==> config.mk <==
export PLATFORM = sky130hd
export DESIGN_NAME = mdu_iter_flat
export DESIGN_NICKNAME = d
export VERILOG_FILES = /design/src/rtl/mdu_iter_if.sv /design/src/rtl/mdu_iter.sv /design/src/flat_wrapper.sv
export SDC_FILE = /design/constraint.sdc
export NUM_CORES = 1
export LEC_CHECK = 0
export CORE_MARGIN = 2
export CORE_UTILIZATION = 61
export CTS_CLUSTER_DIAMETER = 80
export CTS_CLUSTER_SIZE = 30
export DETAILED_ROUTE_END_ITERATION = 12
export PLACE_DENSITY = 0.78
export SETUP_SLACK_MARGIN = 0.02
export SLEW_MARGIN = 20
export SYNTH_ARGS = -nofsm -noshare
export SYNTH_HDL_FRONTEND = slang
export SYNTH_SLANG_ARGS = --single-unit
==> constraint.sdc <==
create_clock -name clk -period 9.41 [get_ports clk]
set_clock_uncertainty 0.05 [all_clocks]
set_input_delay 1.882 -clock clk [delete_from_list [all_inputs] [get_ports clk]]
set_output_delay 1.882 -clock clk [all_outputs]
set_load 0.005 [all_outputs]
==> src/rtl/mdu_iter_if.sv <==
// mdu_iter_if: EX-stage handshake bundle between the pipeline and
// the iterative multiply/divide unit.
interface mdu_iter_if #(
  parameter int WIDTH = 32
);
  logic             start;
  logic [3:0]       op;
  logic [WIDTH-1:0] src_a;
  logic [WIDTH-1:0] src_b;
  logic             cancel;
  logic             busy;
  logic             done;
  logic [WIDTH-1:0] hi;
  logic [WIDTH-1:0] lo;

  modport master (
    output start, op, src_a, src_b, cancel,
    input  busy, done, hi, lo
  );

  modport slave (
    input  start, op, src_a, src_b, cancel,
    output busy, done, hi, lo
  );
endinterface

==> src/rtl/mdu_iter.sv <==
// mdu_iter: radix-2 shift-add multiplier and restoring divider
// with private HI/LO, MADD/MSUB accumulate and cancel.
module mdu_iter #(
  parameter int WIDTH = 32
) (
  input logic       clk,
  input logic       reset,
  mdu_iter_if.slave bus
);
  localparam int CW = $clog2(WIDTH + 1);
  localparam int W2 = 2 * WIDTH;

  typedef enum logic [1:0] {
    IDLE,
    CALC,
    FIX
  } state_t;

  state_t           state;
  logic [CW-1:0]    count;
  logic [1:0]       kind;
  logic             sign_a;
  logic             sign_b;
  logic [WIDTH-1:0] a_raw;
  logic [WIDTH-1:0] mcand;
  logic [WIDTH-1:0] quo;
  logic [WIDTH-1:0] rem;
  logic [WIDTH-1:0] hi_reg;
  logic [WIDTH-1:0] lo_reg;
  logic             done_reg;

  logic             issue;
  logic             neg_a;
  logic             neg_b;
  logic [WIDTH-1:0] mag_a;
  logic [WIDTH-1:0] mag_b;
  logic             is_div;
  logic             div_zero;
  logic [WIDTH:0]   add_sum;
  logic [WIDTH:0]   shifted;
  logic [WIDTH:0]   diff;
  logic [W2-1:0]    prod;
  logic [W2-1:0]    prod_s;
  logic [W2-1:0]    acc;
  logic [WIDTH-1:0] q_s;
  logic [WIDTH-1:0] r_s;
  logic [W2-1:0]    res;

  assign issue = bus.start && !bus.op[3]
              && state == IDLE && !bus.cancel;
  assign bus.busy = issue || state != IDLE;
  assign bus.done = done_reg;
  assign bus.hi   = hi_reg;
  assign bus.lo   = lo_reg;

  // even op codes 0..7 are the signed variants
  assign neg_a = !bus.op[0] && bus.src_a[WIDTH-1];
  assign neg_b = !bus.op[0] && bus.src_b[WIDTH-1];
  assign mag_a = neg_a ? -bus.src_a : bus.src_a;
  assign mag_b = neg_b ? -bus.src_b : bus.src_b;

  assign is_div   = kind == 2'b01;
  assign div_zero = mcand == '0;

  assign add_sum = {1'b0, rem}
                 + (quo[0] ? {1'b0, mcand} : '0);
  assign shifted = {rem, quo[WIDTH-1]};
  assign diff    = shifted - {1'b0, mcand};

  assign prod   = {rem, quo};
  assign prod_s = (sign_a ^ sign_b) ? -prod : prod;
  assign acc    = {hi_reg, lo_reg};
  assign q_s    = (sign_a ^ sign_b) ? -quo : quo;
  assign r_s    = sign_a ? -rem : rem;

  always_comb begin
    res = prod_s;
    unique case (1'b1)
      is_div && div_zero:  res = {a_raw, {WIDTH{1'b1}}};
      is_div && !div_zero: res = {r_s, q_s};
      kind == 2'b10:       res = acc + prod_s;
      kind == 2'b11:       res = acc - prod_s;
      default:             res = prod_s;
    endcase
  end

  always_ff @(posedge clk) begin
    if (reset) begin
      state    <= IDLE;
      count    <= '0;
      kind     <= '0;
      sign_a   <= 1'b0;
      sign_b   <= 1'b0;
      a_raw    <= '0;
      mcand    <= '0;
      quo      <= '0;
      rem      <= '0;
      hi_reg   <= '0;
      lo_reg   <= '0;
      done_reg <= 1'b0;
    end else begin
      done_reg <= 1'b0;
      unique case (state)
        IDLE: begin
          if (bus.start && !bus.cancel) begin
            if (!bus.op[3]) begin
              kind   <= bus.op[2:1];
              sign_a <= neg_a;
              sign_b <= neg_b;
              a_raw  <= bus.src_a;
              mcand  <= mag_b;
              quo    <= mag_a;
              rem    <= '0;
              count  <= CW'(WIDTH);
              state  <= CALC;
            end else if (bus.op == 4'd8) begin
              hi_reg <= bus.src_a;
            end else if (bus.op == 4'd9) begin
              lo_reg <= bus.src_a;
            end
          end
        end
        CALC: begin
          if (bus.cancel) begin
            state <= IDLE;
          end else begin
            if (is_div) begin
              // restore when the trial subtract goes negative
              if (diff[WIDTH]) begin
                rem <= shifted[WIDTH-1:0];
                quo <= {quo[WIDTH-2:0], 1'b0};
              end else begin
                rem <= diff[WIDTH-1:0];
                quo <= {quo[WIDTH-2:0], 1'b1};
              end
            end else begin
              rem <= add_sum[WIDTH:1];
              quo <= {add_sum[0], quo[WIDTH-1:1]};
            end
            count <= count - CW'(1);
            if (count == CW'(1)) state <= FIX;
          end
        end
        FIX: begin
          state <= IDLE;
          if (!bus.cancel) begin
            hi_reg   <= res[W2-1:WIDTH];
            lo_reg   <= res[WIDTH-1:0];
            done_reg <= 1'b1;
          end
        end
        default: state <= IDLE;
      endcase
    end
  end
endmodule

==> src/flat_wrapper.sv <==
// flat-port wrapper written by rule: the top's interface ports become plain ports
module mdu_iter_flat 
#(
  parameter int WIDTH = 32
)
  (clk, reset, bus_start, bus_op, bus_src_a, bus_src_b, bus_cancel, bus_busy, bus_done, bus_hi, bus_lo);
  mdu_iter_if #(.WIDTH(WIDTH)) bus_i ();
  input logic clk;
  input logic reset;
  input wire logic [$bits(bus_i.start)-1:0] bus_start;
  input wire logic [$bits(bus_i.op)-1:0] bus_op;
  input wire logic [$bits(bus_i.src_a)-1:0] bus_src_a;
  input wire logic [$bits(bus_i.src_b)-1:0] bus_src_b;
  input wire logic [$bits(bus_i.cancel)-1:0] bus_cancel;
  output wire logic [$bits(bus_i.busy)-1:0] bus_busy;
  output wire logic [$bits(bus_i.done)-1:0] bus_done;
  output wire logic [$bits(bus_i.hi)-1:0] bus_hi;
  output wire logic [$bits(bus_i.lo)-1:0] bus_lo;
  assign bus_i.start = bus_start;
  assign bus_i.op = bus_op;
  assign bus_i.src_a = bus_src_a;
  assign bus_i.src_b = bus_src_b;
  assign bus_i.cancel = bus_cancel;
  assign bus_busy = bus_i.busy;
  assign bus_done = bus_i.done;
  assign bus_hi = bus_i.hi;
  assign bus_lo = bus_i.lo;
  mdu_iter #(.WIDTH(WIDTH)) u_core (.clk(clk), .reset(reset), .bus(bus_i));
endmodule
Word-level counts from Yosys, hierarchy flattened
Cells that the tools add are included.
{"block": "word_totals", "word_cells": 106, "regBits": 205, "inputBits": 72}
{"block": "classes", "n_reduce_logical": 24, "bitwise": 3, "n_eq_ne": 17, "addsub": 10, "n_mux": 40}
{"operator": "32-bit two-way mux", "count": 23}
{"operator": "32-bit case mux with 2 select lines", "count": 4}
{"operator": "64-bit case mux with 4 select lines", "count": 1}
{"operator": "32-bit negator", "count": 4}
{"operator": "64-bit adder", "count": 1}
{"operator": "64-bit two-way mux", "count": 1}
{"operator": "64-bit negator", "count": 1}
{"operator": "64-bit subtractor", "count": 1}
{"operator": "32-bit by 33-bit adder with 33-bit output", "count": 1}
{"operator": "33-bit by 32-bit subtractor with 33-bit output", "count": 1}
{"operator": "32-bit logical NOT", "count": 1}
{"operator": "6-bit two-way mux", "count": 3}
{"operator": "2-bit != test, second input constant", "count": 8}
{"operator": "6-bit case mux with 2 select lines", "count": 1}
{"operator": "4-bit == test, second input constant", "count": 2}
{"operator": "1-bit logical AND", "count": 8}
{"operator": "2-bit two-way mux", "count": 4}
{"operator": "2-bit == test, second input constant", "count": 3}
{"operator": "6-bit by 1-bit == test with 1-bit output, second input constant", "count": 1}
{"operator": "3-bit AND reduction", "count": 2}
{"operator": "6-bit AND reduction", "count": 1}
{"operator": "2-bit nonzero test", "count": 3}
{"operator": "6-bit by 1-bit subtractor with 6-bit output, second input constant", "count": 1}
{"operator": "5-bit AND reduction", "count": 1}
{"operator": "other kinds (11)", "count": 17}

Logic depth before layout (Yosys ltp)
{"block": "logic_depth", "word_depth": 6, "depth_mapped": 30, "ltp_nobuf": 25}

Worst setup path before layout
OpenSTA, ideal clock, no wires.
{"block": "synth_timing", "kind": "register to register", "start": "reg u_core.quo[0]", "end": "reg u_core.hi_reg[28], in the netlist u_core.bus.hi[28]", "slack_ns": 2.761, "synth_period_minus_slack_ns": 6.649, "arrival_ns": 6.530, "required_time_ns": 9.290, "path_stages_with_launch": 28, "path_cell_list": "dfxtp_1 -> clkbuf_1 -> clkinv_1 -> clkbuf_1 -> ha_1 -> clkbuf_1 -> or4b_1 -> clkbuf_1 -> o21ai_0 -> xor2_1 -> nand4_1 -> nor4_1 -> nand3_1 -> o21ai_0 -> xnor2_1 -> ha_1 -> clkbuf_1 -> o21a_1 -> o211ai_1 -> o21ai_0 -> a21boi_0 -> a21boi_0 -> o41ai_1 -> a31oi_1 -> o41ai_1 -> nor3_1 -> or3b_2 -> a21oi_1"}
{"block": "synth_via", "elab_chain_cells": 6, "word_cells_on_any_way": 7}
{"element": "start: declaration", "line": "mdu_iter.sv:26", "rtl": "logic [WIDTH-1:0] quo;"}
{"element": "start signal: assignment", "line": "mdu_iter.sv:112", "rtl": "quo <= mag_a;"}
{"element": "start signal: assignment", "line": "mdu_iter.sv:131", "rtl": "quo <= {quo[WIDTH-2:0], 1'b0};"}
{"element": "start signal: assignment", "line": "mdu_iter.sv:134", "rtl": "quo <= {quo[WIDTH-2:0], 1'b1};"}
{"element": "64-bit negator", "line": "mdu_iter.sv:71", "rtl": "assign prod_s = (sign_a ^ sign_b) ? -prod : prod;"}
{"element": "64-bit two-way mux (*)", "line": "mdu_iter.sv:71"}
{"element": "64-bit subtractor / 64-bit adder (equally long branches)", "line": "mdu_iter.sv:82, mdu_iter.sv:81"}
{"element": "64-bit case mux with 4 select lines (*)", "line": "mdu_iter.sv:78", "rtl": "unique case (1'b1)"}
{"element": "32-bit two-way mux (*)", "line": "mdu_iter.sv:146", "rtl": "if (!bus.cancel) begin"}
{"element": "32-bit case mux with 2 select lines (*)", "line": "mdu_iter.sv:103", "rtl": "unique case (state)"}
{"element": "end signal: assignment", "line": "mdu_iter.sv:117", "rtl": "hi_reg <= bus.src_a;"}
{"element": "end signal: assignment", "line": "mdu_iter.sv:147", "rtl": "hi_reg <= res[W2-1:WIDTH];"}
{"element": "end: declaration", "line": "mdu_iter.sv:28", "rtl": "logic [WIDTH-1:0] hi_reg;"}
Every way passes the cells marked *; elsewhere a longest branch is shown, timed or not. The select of a mux whose other input is x is not followed.
A chain may end at the register's enable or synchronous reset.

Worst setup path in the final report
{"block": "layout_timing", "start": "reg u_core.quo[5]", "end": "reg u_core.hi_reg[16], in the netlist u_core.bus.hi[16]"}
Same word-level chain as after synthesis.

==> impl_metrics.yaml <==
run_status:
  outcome: "finished, final reports clean"
die:
  dieArea_mm2: 0.0369
  die_h_um: 192
  floorplan.rows: 68
  fp.dieW_um: 192
  core_area_mm2: 0.0347
  io_pins: 138
  start_util_pct: 62.2
logic_synthesis:
  synth.top_cell.area_share_pct: 19.0
  synth_cells: 3073
  synth_area_leaders: "dfxtp_1, a21oi_1, ha_1"
  async_reset_ff_share_pct: 0
  synthesis.area_mm2: 0.0216
  synth_edf_count: 0
  synthFlopType: "dfxtp_1"
  ys_types: 88
  synth.largest_area_cell: "dfxtp_1"
  yosys_warnings: 0
  ys_seq_elements: 205
  syn_nets: 3281
  syn_avg_cell_area_um2: 7.03
  synth-seq-area-share_pct: 19.0
sta:
  finalSetupViolations: 0
  min_period_over_period_pct: 79.5
  post-route-min-period_ns: 7.48
  slew_viol_final: 0
  final.setup.tns_ns: 0
  rsz0062_at_grt: "no"
  fmax_mhz: 134
  max_slew_margin_pct: 26.3
  finalHoldViolCount: 0
  worstMarginPinSlew_ns: 1.10
  setup_slack_ns: 1.93
route:
  route.vias.total: 24500
  wl_um: 84400
  via_per_inst: 6.97
  wl_per_cell_um: 24.0
  detail-route-antenna-nets: 0
  drt-initial-drc-count: 3509
  dr.pass1.iters: 6
  route.detailed.drc: 0
power:
  p_seq_share_pct: 31.6
  switching_share_pct: 39.8
  leakage_nw: 9.10
  power.density_mw_per_mm2: 124
  power_frac_comb_pct: 35.6
  internal_power_w: 0.00177
  ir_drop_v: 0.000187
  clock_power_share_pct: 32.9
  netSwitchingPower_w: 0.00117
setup_path:
  crit_path_top_delay_cell: "a2111oi_0"
  cp.arrival_ns: 7.85
  crit_chain: "or3_1 > nor4_4 > a31oi_1 > xnor2_1 > a2111oi_0 > nand4b_1 > nor2b_1 > a21oi_1 > xor2_1 > ha_1 > a21o_1 > a21o_1 > a21oi_1 > o21ai_0 > nor3_1 > a211oi_1 > o31ai_1 > xor2_1 > a21oi_1 > a211oi_1 > a2111oi_0"
  path_max_fanout: 13
  cp_data_required_time_ns: 9.78
  critPathLaunchType: "register"
  crit_type: "reg -> reg"
  end_kind: "register"
  cpPeakStageDelay_ns: 0.70
  r2r_slack_ns: 1.93
  crit_top_cell: "a21oi_1"
clock_tree:
  cts_resized: 0
  clockBufferDepth: 3
  postCtsSetupBuffers: 0
  htreeDepth: 1
  cts_made_buffers: 19
  clock_latency_ns: 0.57
  clk_pin_slew_ns: 0.10
  cts_tree: "built"
  cts_hold_buf: 0
  root_buffer: "clkbuf_16"
  clock_sinks: 205
global_route:
  grt_pass1_wl_um: 128000
  first_global_vias: 22300
  antenna_found_initial: 1
  grt_usage_pct: 44.5
  overflow: 0
  grt_max_degree: 102
flow_run:
  cap_violations: 0
layout:
  layout_common_cells: "nand2_1, a21oi_1, nor2_1"
  fin_nets: 3257
  fin_area_mm2: 0.0238
  syn2layout_area_growth_pct: 10.1
  final_common_cell: "nand2_1"
  drive_gt1_share_pct: 4.21
placed_design:
  place.detailed.hpwl_um: 62500
  place.gp.congestion: 1.01
  dpl_cell_area_mm2: 0.0230
  portBuffers: 137
  pre_cts_ws_ns: 2.15
hold_path:
  min-delay-path-class: "reg -> reg"
-- layout make-up --
type                       instances  area, µm²
antenna                            3       7.51
clock buffer                      22        507
clock inverter                    12        241
fill                            2944      10900
inverter                          87        327
multi-input combinational       2559      16300
sequential                       205       4110
tap                              455        569
timing repair buffer             177       1670
-- final timing paths --
check / from / end / cells after the start
worst min register to register: u_core.a_raw[11]$_SDFFE_PP0P_ / u_core.a_raw[11]$_SDFFE_PP0P_ / 2
worst max register to register: u_core.quo[5]$_SDFFE_PP0P_ / u_core.bus.hi[16]$_SDFFE_PP0P_ / 21
worst max-delay path: u_core.quo[5]$_SDFFE_PP0P_ / u_core.bus.hi[16]$_SDFFE_PP0P_ / 21
worst min-delay path: u_core.a_raw[11]$_SDFFE_PP0P_ / u_core.a_raw[11]$_SDFFE_PP0P_ / 2
-- layer usage --
metal / wire [µm] / share of wire [%] / global-route usage, % / up-vias
li1: - / - / - / 11100
met1: 32900 / 39 / 58.6 / 11300
met2: 34200 / 41 / 65.3 / 1777
met3: 11000 / 13 / 10.8 / 350
met4: 6310 / 7.5 / 27.2 / 0
met5: 0 / 0 / 0 / -
-- synthesized netlist by cell type, types with 12 or more instances --
cell type,count
a211oi_1,71
a21o_1,61
a21oi_1,337
a221oi_1,20
a22oi_1,17
a31oi_1,54
and2_1,12
and3_1,25
buf_1,12
clkbuf_1,196
dfxtp_1,205
ha_1,133
inv_1,84
mux2i_1,33
nand2_1,361
nand2b_1,27
nand3_1,55
nand4_1,39
nor2_1,291
nor2b_1,18
nor3_1,82
nor4_1,37
o211ai_1,54
o21a_1,20
o21ai_0,212
o21bai_1,18
o31ai_1,35
o41ai_1,22
or3_1,25
or4_1,15
xnor2_1,168
xor2_1,158
-- power groups by stage --
stage / clock (W) / combinational [W] / sequential [W]
final: 0.000966 / 0.00104 / 0.000927
after global placement: 0 / 0.000982 / 0.000943
after floorplan: 0 / 0.000727 / 0.000924
after global routing: 0.000988 / 0.00111 / 0.000929
after CTS: 0.000957 / 0.00101 / 0.000924
after detailed placement: 0 / 0.000997 / 0.000945
-- cells by family after synthesis --
logic type                 count (synthesis)  synth area share (%)
AOI/OAI and AO/OA                       1028                  30.0
xor gates and xnor gates                 330                  13.6
adders and majority gates                136                  7.98
buffers and inverters                    309                  5.57
DFF                                      205                  19.0
muxes                                     37                  1.74
and+or+nand+nor                         1028                  22.2
-- through the flow --
step           total power [W]  util [%]  std cells  hold slack (ns)
3_5_place_dp           0.00194      66.3       3483            0.397
4_1_cts                0.00289      68.5       3517            0.410
2_1_floorplan          0.00165         -       3073            0.383
5_1_grt                0.00303      68.5       3517            0.433
3_3_place_gp           0.00192      66.3       3483            0.393
6_report               0.00294      68.5       3520            0.412
-- worst max-delay path, delay by kind of cell, from the launching register on --
| family | cells | cell delay [ns] |
|---|---|---|
| compound gates | 12 | 3.21 |
| simple gates | 5 | 2.60 |
| xor+xnor | 3 | 0.67 |
| flops | 1 | 0.41 |
| fa+ha+maj | 1 | 0.38 |
(Power assumes the default switching activity.)
